**config.mk**
```make
export PLATFORM = sky130hd
export DESIGN_NAME = win_scoreboard
export DESIGN_NICKNAME = d
export VERILOG_FILES = /design/src/rtl/win_scoreboard.sv
export SDC_FILE = /design/constraint.sdc
export NUM_CORES = 1
export LEC_CHECK = 0
export ABC_AREA = 0
export BUFFER_PORTS_ARGS = -buffer_cell sky130_fd_sc_hd__buf_2
export CORE_MARGIN = 2
export CORE_UTILIZATION = 51
export DETAILED_ROUTE_END_ITERATION = 8
export GPL_ROUTABILITY_DRIVEN = 1
export PLACE_DENSITY = 0.76
export SLEW_MARGIN = 20
export SYNTH_ARGS = -nofsm -noshare
export SYNTH_HDL_FRONTEND = slang
export SYNTH_HIERARCHICAL = 1
export SYNTH_SLANG_ARGS = --single-unit
```
**constraint.sdc**
```tcl
create_clock -name i_clk -period 1.9 [get_ports i_clk]
set_input_delay 0.57 -clock i_clk [delete_from_list [all_inputs] [get_ports i_clk]]
set_output_delay 0.57 -clock i_clk [all_outputs]
set_load 0.005 [all_outputs]
```
**src/rtl/win_scoreboard.sv**
```systemverilog
// win_scoreboard
//   Two-player match scoreboard for the tug-of-war playfield. It keeps a score
//   per player and scores one point for each press edge, not for each cycle a
//   button is held. After a point it pulses a one-cycle round restart and then
//   ignores both buttons for HOLDOFF cycles. The first player to reach
//   MAX_SCORE wins, and the match then stays frozen until newGame or reset.
//
// Ports
//   i_clk           system clock, all state on posedge
//   i_rst_n         asynchronous active-low reset
//   i_l / i_r       left / right player buttons (synchronised levels)
//   i_left_light    leftmost playfield light lit
//   i_right_light   rightmost playfield light lit
//   i_new_game      synchronous clear of scores and winner
//   o_hex_left      seven-segment digit {g,f,e,d,c,b,a}, left score
//   o_hex_right     seven-segment digit {g,f,e,d,c,b,a}, right score
//   o_round_reset   one-cycle pulse restarting the playfield light chain
//   o_game_over     high while the match is over
//   o_win_left      high while over, if the left player won
//   o_win_right     high while over, if the right player won

// Decimal seven-segment decoder; codes above 9 blank the digit.
module win_seg7 #(
    parameter bit SEG_ACT_LOW = 1'b1
) (
    input  logic [3:0] i_code,
    output logic [6:0] o_seg
);
    logic [6:0] w_on;   // active-high pattern, {g,f,e,d,c,b,a}

    always_comb begin
        w_on = 7'b0000000;
        case (i_code)
            4'd0: w_on = 7'b0111111;
            4'd1: w_on = 7'b0000110;
            4'd2: w_on = 7'b1011011;
            4'd3: w_on = 7'b1001111;
            4'd4: w_on = 7'b1100110;
            4'd5: w_on = 7'b1101101;
            4'd6: w_on = 7'b1111101;
            4'd7: w_on = 7'b0000111;
            4'd8: w_on = 7'b1111111;
            4'd9: w_on = 7'b1101111;
            default: w_on = 7'b0000000;
        endcase
    end

    assign o_seg = SEG_ACT_LOW ? ~w_on : w_on;
endmodule

module win_scoreboard #(
    parameter int MAX_SCORE   = 7,     // 1..9
    parameter int HOLDOFF     = 4,     // 1..255
    parameter bit SEG_ACT_LOW = 1'b1
) (
    input  logic       i_clk,
    input  logic       i_rst_n,
    input  logic       i_l,
    input  logic       i_r,
    input  logic       i_left_light,
    input  logic       i_right_light,
    input  logic       i_new_game,
    output logic [6:0] o_hex_left,
    output logic [6:0] o_hex_right,
    output logic       o_round_reset,
    output logic       o_game_over,
    output logic       o_win_left,
    output logic       o_win_right
);
    localparam int            SW        = $clog2(MAX_SCORE + 1);
    localparam logic [SW-1:0] MAX_S     = SW'(MAX_SCORE);
    localparam logic [7:0]    HOLD_INIT = 8'(HOLDOFF - 1);

    typedef enum logic [1:0] {PLAY, HOLD, OVER} state_t;

    state_t        r_state;
    logic [SW-1:0] r_score_l, r_score_r;
    logic          r_l_q, r_r_q;
    logic [7:0]    r_hold_cnt;
    logic          r_round_reset, r_game_over, r_win_left, r_win_right;

    // A point needs a fresh edge, the opponent's button released, and the
    // light on the scorer's side lit. Both buttons high blocks both sides.
    logic          w_pt_l, w_pt_r;
    logic [SW-1:0] w_nxt_l, w_nxt_r;

    assign w_pt_l  = i_l & ~r_l_q & ~i_r & i_left_light;
    assign w_pt_r  = i_r & ~r_r_q & ~i_l & i_right_light;
    assign w_nxt_l = r_score_l + SW'(1);
    assign w_nxt_r = r_score_r + SW'(1);

    always_ff @(posedge i_clk or negedge i_rst_n) begin
        if (!i_rst_n) begin
            r_state       <= PLAY;
            r_score_l     <= '0;
            r_score_r     <= '0;
            r_l_q         <= 1'b0;
            r_r_q         <= 1'b0;
            r_hold_cnt    <= 8'd0;
            r_round_reset <= 1'b0;
            r_game_over   <= 1'b0;
            r_win_left    <= 1'b0;
            r_win_right   <= 1'b0;
        end else begin
            // Edge history runs in every state, so a button held through
            // HOLD is already "old" when PLAY resumes.
            r_l_q         <= i_l;
            r_r_q         <= i_r;
            r_round_reset <= 1'b0;
            if (i_new_game) begin
                r_state     <= PLAY;
                r_score_l   <= '0;
                r_score_r   <= '0;
                r_hold_cnt  <= 8'd0;
                r_game_over <= 1'b0;
                r_win_left  <= 1'b0;
                r_win_right <= 1'b0;
            end else begin
                case (r_state)
                    PLAY: begin
                        if (w_pt_l) begin
                            r_score_l     <= w_nxt_l;
                            r_round_reset <= 1'b1;
                            if (w_nxt_l == MAX_S) begin
                                r_state     <= OVER;
                                r_game_over <= 1'b1;
                                r_win_left  <= 1'b1;
                            end else begin
                                r_state    <= HOLD;
                                r_hold_cnt <= HOLD_INIT;
                            end
                        end else if (w_pt_r) begin
                            r_score_r     <= w_nxt_r;
                            r_round_reset <= 1'b1;
                            if (w_nxt_r == MAX_S) begin
                                r_state     <= OVER;
                                r_game_over <= 1'b1;
                                r_win_right <= 1'b1;
                            end else begin
                                r_state    <= HOLD;
                                r_hold_cnt <= HOLD_INIT;
                            end
                        end
                    end
                    HOLD: begin
                        if (r_hold_cnt == 8'd0) r_state <= PLAY;
                        else                    r_hold_cnt <= r_hold_cnt - 8'd1;
                    end
                    OVER:    r_state <= OVER;
                    default: r_state <= PLAY;
                endcase
            end
        end
    end

    // Digit 1 is the left player, digit 0 the right player.
    logic [1:0][3:0] w_code;
    logic [1:0][6:0] w_seg;

    assign w_code[1] = 4'(r_score_l);
    assign w_code[0] = 4'(r_score_r);

    for (genvar g = 0; g < 2; g++) begin : g_seg
        win_seg7 #(.SEG_ACT_LOW(SEG_ACT_LOW)) u_seg (
            .i_code (w_code[g]),
            .o_seg  (w_seg[g])
        );
    end

    assign o_hex_left    = w_seg[1];
    assign o_hex_right   = w_seg[0];
    assign o_round_reset = r_round_reset;
    assign o_game_over   = r_game_over;
    assign o_win_left    = r_win_left;
    assign o_win_right   = r_win_right;
endmodule

```
======== Word-level counts from Yosys, hierarchy flattened ========
Memories as Yosys holds them, arrays and structs flattened.
Cells that the tools add are included.
cells by class
  $add $sub $neg .......................... 3
  equality and inequality tests ........... 11
  multiplexer cells ....................... 37
  bitwise logic cells ..................... 12
  reductions and logical operators ........ 17
operator list
  cell                 number
  $mux 8               6
  $mux 3               7
  $mux 1               16
  $pmux 8 s2           1
  $not 7->7            2
  $mux 2               6
  $ne 4x4->1 const B   3
  $reduce_bool 2->1    5
  $reduce_bool 3->1    3
  $logic_not 8->1      1
  $reduce_and 4->1     2
  $sub 8x1->8 const B  1
  $add 3x1->3 const B  2
  $and 1x1->1          6
  $eq 3x3->1 const B   2
  $ne 3x3->1 const B   2
  $pmux 2 s3           1
  $reduce_and 3->1     2
  $reduce_and 5->1     1
  $not 1->1            4
  $reduce_and 2->1     2
  $ne 3x2->1 const B   1
  $eq 2x1->1 const B   1
  $eq 2x2->1 const B   1
  2 further kinds      2
word-level totals
  register bits after elaboration ......... 22
  bits in read-only memories .............. 224
  input bits .............................. 7
  output and inout bits ................... 18
  word-level logic and storage cells ...... 92
  memories ................................ 2
memory list
  memory           words  bits a word  read ports  clocked after memory_dff  write ports  line  RTL
  (no name shown)  16     7            1           0                         0            33    case (i_code)
  (no name shown)  16     7            1           0                         0            33

======== Logic depth before layout (Yosys ltp) ========
  depth after elaboration ................. 8
  mapped depth ............................ 6
  gate-level depth less buffers ........... 6

======== By module ========
Netlist, hierarchy kept.
by module, submodules not included
  module          times used  cells an instance  area an instance (µm²)  seq. area each (µm²)
  win_scoreboard  1           118                1193.6                  550.5
  win_seg7        2           28                 190.2                   0.0

======== Worst setup path after synthesis ========
No wires, ideal clock.
  path type ............................... register -> register
  start ................................... register r_hold_cnt[0]
  end ..................................... register r_hold_cnt[0]
  setup time .............................. 128 ps
  arrival time ............................ 1700 ps
  slack ................................... 73 ps
  cell stages (with the launch flop) ...... 7
  path buffers ............................ 0
  period minus slack after synthesis ...... 1827 ps
  cell sequence ........................... dfrtp_1 > inv_1 > ha_1 > nor3b_1 > a32oi_1 > o31a_1 > mux2_1
between the ends
  word-level cells in the longest chain between the ends .. 4
  elaborated cells on any way between the ends .. 7
  classes of those cells .................. add/sub (1); eq/ne (1); mux (3); reduce/logical (2)
RTL lines
  what                      line  RTL
  start: declaration        79    logic [7:0] r_hold_cnt;
  start signal: assignment  147   else r_hold_cnt <= r_hold_cnt - 8'd1;
  $sub 8x1->8               147
  $mux 8                    146   if (r_hold_cnt == 8'd0) r_state <= PLAY;
  $pmux 8 s2                119   case (r_state)
  $mux 8                    110   if (i_new_game) begin
Parallel ways exist; a longest one is shown, timed or not. The select of a mux whose other input is x is not followed.
A chain may end at the register's enable or synchronous reset.

======== Final worst setup path ========
  start ................................... register r_score_r[1]
  end ..................................... output o_hex_right[3]
between the ends
  word-level cells in the longest chain between the ends .. 2
RTL lines
  what                      line  RTL
  start: declaration        77    logic [SW-1:0] r_score_l, r_score_r;
  start signal: assignment  133   r_score_r <= w_nxt_r;
  $mem_v2 16x7              --
  $not 7->7                 48    assign o_seg = SEG_ACT_LOW ? ~w_on : w_on;
  end: declaration          64    output logic [6:0] o_hex_right,
Every way passes these cells.

==> reports/results.txt <==
Seq/Total Area, Yosys - 0.350
Antenna Nets Post-Route - 0
Static Leak - 0.00101 µW
Starting Density - 0.524
Worst Tran Pin Value - 0.511 ns
Max Fclk - 462 MHz
fillers - 191
first-pass GRT wire length - 6.38 mm
IO buf count - 24
Ys Warns - 6
Area Overhead vs Synth - 38.6%
Slowest cell on crit path - dfrtp_1
die area - 0.00355 mm²
GPL Wtd Cong - 0.850
final slew viol count - 0
antenna diode count - 0
Remaining Overflow, GRT - 0
Vert. Die Dim - 59.6 µm
synthesized area - 0.00157 mm²
total power - 1010 µW
CTS Root Cell - clkbuf_4
Setup Skew - 0.00497 ns
final hold violation count - 0
CP max FO - 3
crit path DAT - 1.60 ns
Buf/Inv on CP - 2
Avg Cell Area, Syn - 9.05 µm²
FP Rows - 20
PwrDens - 463 mW/mm²
Final setup violation count - 22
CTS tree - built
clock slew at reported path FFs - 0.12 ns
asr flop ratio synth - 1.00
synthesized flop and latch total - 22
WS Path Type - flip-flop to primary output
layout cells sized above 1 - 0.411
CP cell instances - inv_2, ha_4, or2_1, a21oi_2, a31oi_1, buf_2
Synth Flop Type - dfrtp_1
largest net degree at the start of global routing - 23
hold crit path type - primary input to asynchronous set/reset pin
critical path depth - 6
critical path required time - 1.33 ns
Synth Instances - 174
minimum clock period - 2.17 ns
CP Capture Type - primary output
Ports - 25
vias in the first global route - 1431
RSZ-0062 raised after global routing - true
gr usage total - 0.235
Clock Latency Late Sink - 0.32 ns
delay of the slowest critical-path stage - 0.42 ns
Startpoint Class - flip-flop
DRC Markers - 0
Yosys cell types - 47
period utilization - 1.14
via count - 1556
drt total wl - 4.32 mm
Final nets - 256
clk buf depth - 2
htree depth - 1
DP HPWL - 2.69 mm
total negative slack - -2.96 ns
status - finished, violations left
vias per cell - 5.89
pre-CTS setup slack - -0.00814 ns
number of synthesized flops with an enable pin - 0
Avg WL per Cell - 16.4 µm
R2R depth - 7
core area - 0.00300 mm²
Num CTS Buffers - 3
1st-iter DRT viols - 101
TritonRoute pass-1 iters - 4
Die X - 59.6 µm
Max-slew headroom - 0.659
violations in the final reports - setup timing
CP top delay family - flip-flops
clock sinks - 22
setup slack after layout - -0.267 ns
VDD IR max - 376 µV
initial antenna violation count - 0
Max Cap Viol - 0
[area by class of cell]
type                       instances  area [µm²]  area share
multi-input combinational        130        1100       0.506
inverter                          19        73.8      0.0338
tap                               33        41.3      0.0189
clock buffer                       3        22.5      0.0103
sequential                        22         553       0.254
timing repair buffer              57         387       0.177
[what timing repair did]
action / CTS / global route
resized for setup: 21 / 31
pin swaps: 9 / 10
buffers inserted: 10 / 5
hold buffers: 0 / 0
hold endpoints to repair: 0 / 0
setup endpoints to repair: 15 / 20
[layout by cell type (no fill, tap or decap), types with 3 or more instances in the layout]
cell type / instances
a21oi_1: 10
a21oi_2: 8
a31oi_1: 7
buf_2: 24
buf_4: 28
buf_6: 5
clkbuf_4: 3
dfrtp_1: 20
ha_1: 7
ha_4: 8
inv_1: 15
inv_2: 3
nand2_1: 3
nand2b_1: 4
nand3_1: 5
nor2_1: 13
nor3_1: 4
o21ai_1: 6
xor2_1: 5
[per-layer routing]
metal	vias to the layer above	share of wire	global-route usage
met4	0	0.0035	0.0254
met1	767	0.42	0.305
met3	4	0.047	0.0524
met5	-	0	0
li1	734	-	-
met2	51	0.52	0.414
[metrics by stage]
| step | instance area [µm²] | instances | utilization | hold slack [ns] |
|---|---|---|---|---|
| floorplan | 1580 | 175 | - | 0.274 |
| global placement | 1840 | 246 | 0.614 | 0.482 |
| detailed placement | 1840 | 246 | 0.614 | 0.490 |
| CTS | 2000 | 259 | 0.666 | 0.214 |
| global route | 2180 | 264 | 0.726 | 0.211 |
| finish | 2180 | 264 | 0.726 | 0.201 |
[Yosys cell counts (all sizes together), types with 3 or more instances]
master	n	area, µm²
inv	19	71.3
buf	3	27.5
a22oi	3	22.5
a31oi	7	43.8
nor2	16	60.1
nor3	4	20.0
o31ai	3	22.5
nand2	3	11.3
xor2	6	52.6
o21ai	8	40.0
dfrtp	22	551
a21oi	18	97.6
nand3	5	25.0
or2	3	18.8
ha	16	200
nand2b	4	25.0
[kinds of logic after synthesis]
| kind of cell | after synthesis | synth area share |
|---|---|---|
| xor+xnor | 8 | 0.0445 |
| simple gates | 49 | 0.176 |
| compound gates | 52 | 0.214 |
| other cells | 1 | 0.00238 |
| fa+ha+maj | 16 | 0.127 |
| flops | 22 | 0.350 |
| buf+inv | 23 | 0.0652 |
| mux | 3 | 0.0207 |
[where the power goes]
group	internal (µW)	switching, µW
Clock	74.3	147
Combinational	139	146
Sequential	485	18.0
[path summary, 6_finish.rpt]
kind / from / end / slack [ns]
worst max-delay path: r_score_r[1] / o_hex_right[3] / -0.27
worst min-delay path: i_rst_n / r_score_r[2] / 0.20
worst max register to register: r_score_r[1] / r_hold_cnt[1] / -0.11
worst min register to register: o_win_right / o_win_right / 0.52
max in group asynchronous: i_rst_n / r_score_l[0] / 1.33
min in group i_clk: i_r / r_r_q / 0.41
[flip-flops by register name, indices dropped and copies added (netlist names)]
signal and count:
o_game_over 1, o_round_reset 1, o_win_left 1, o_win_right 1, r_hold_cnt 8, r_l_q 1
r_r_q 1, r_score_l 3, r_score_r 3, r_state 2
No activity file was read; power rests on OpenSTA's default activity.
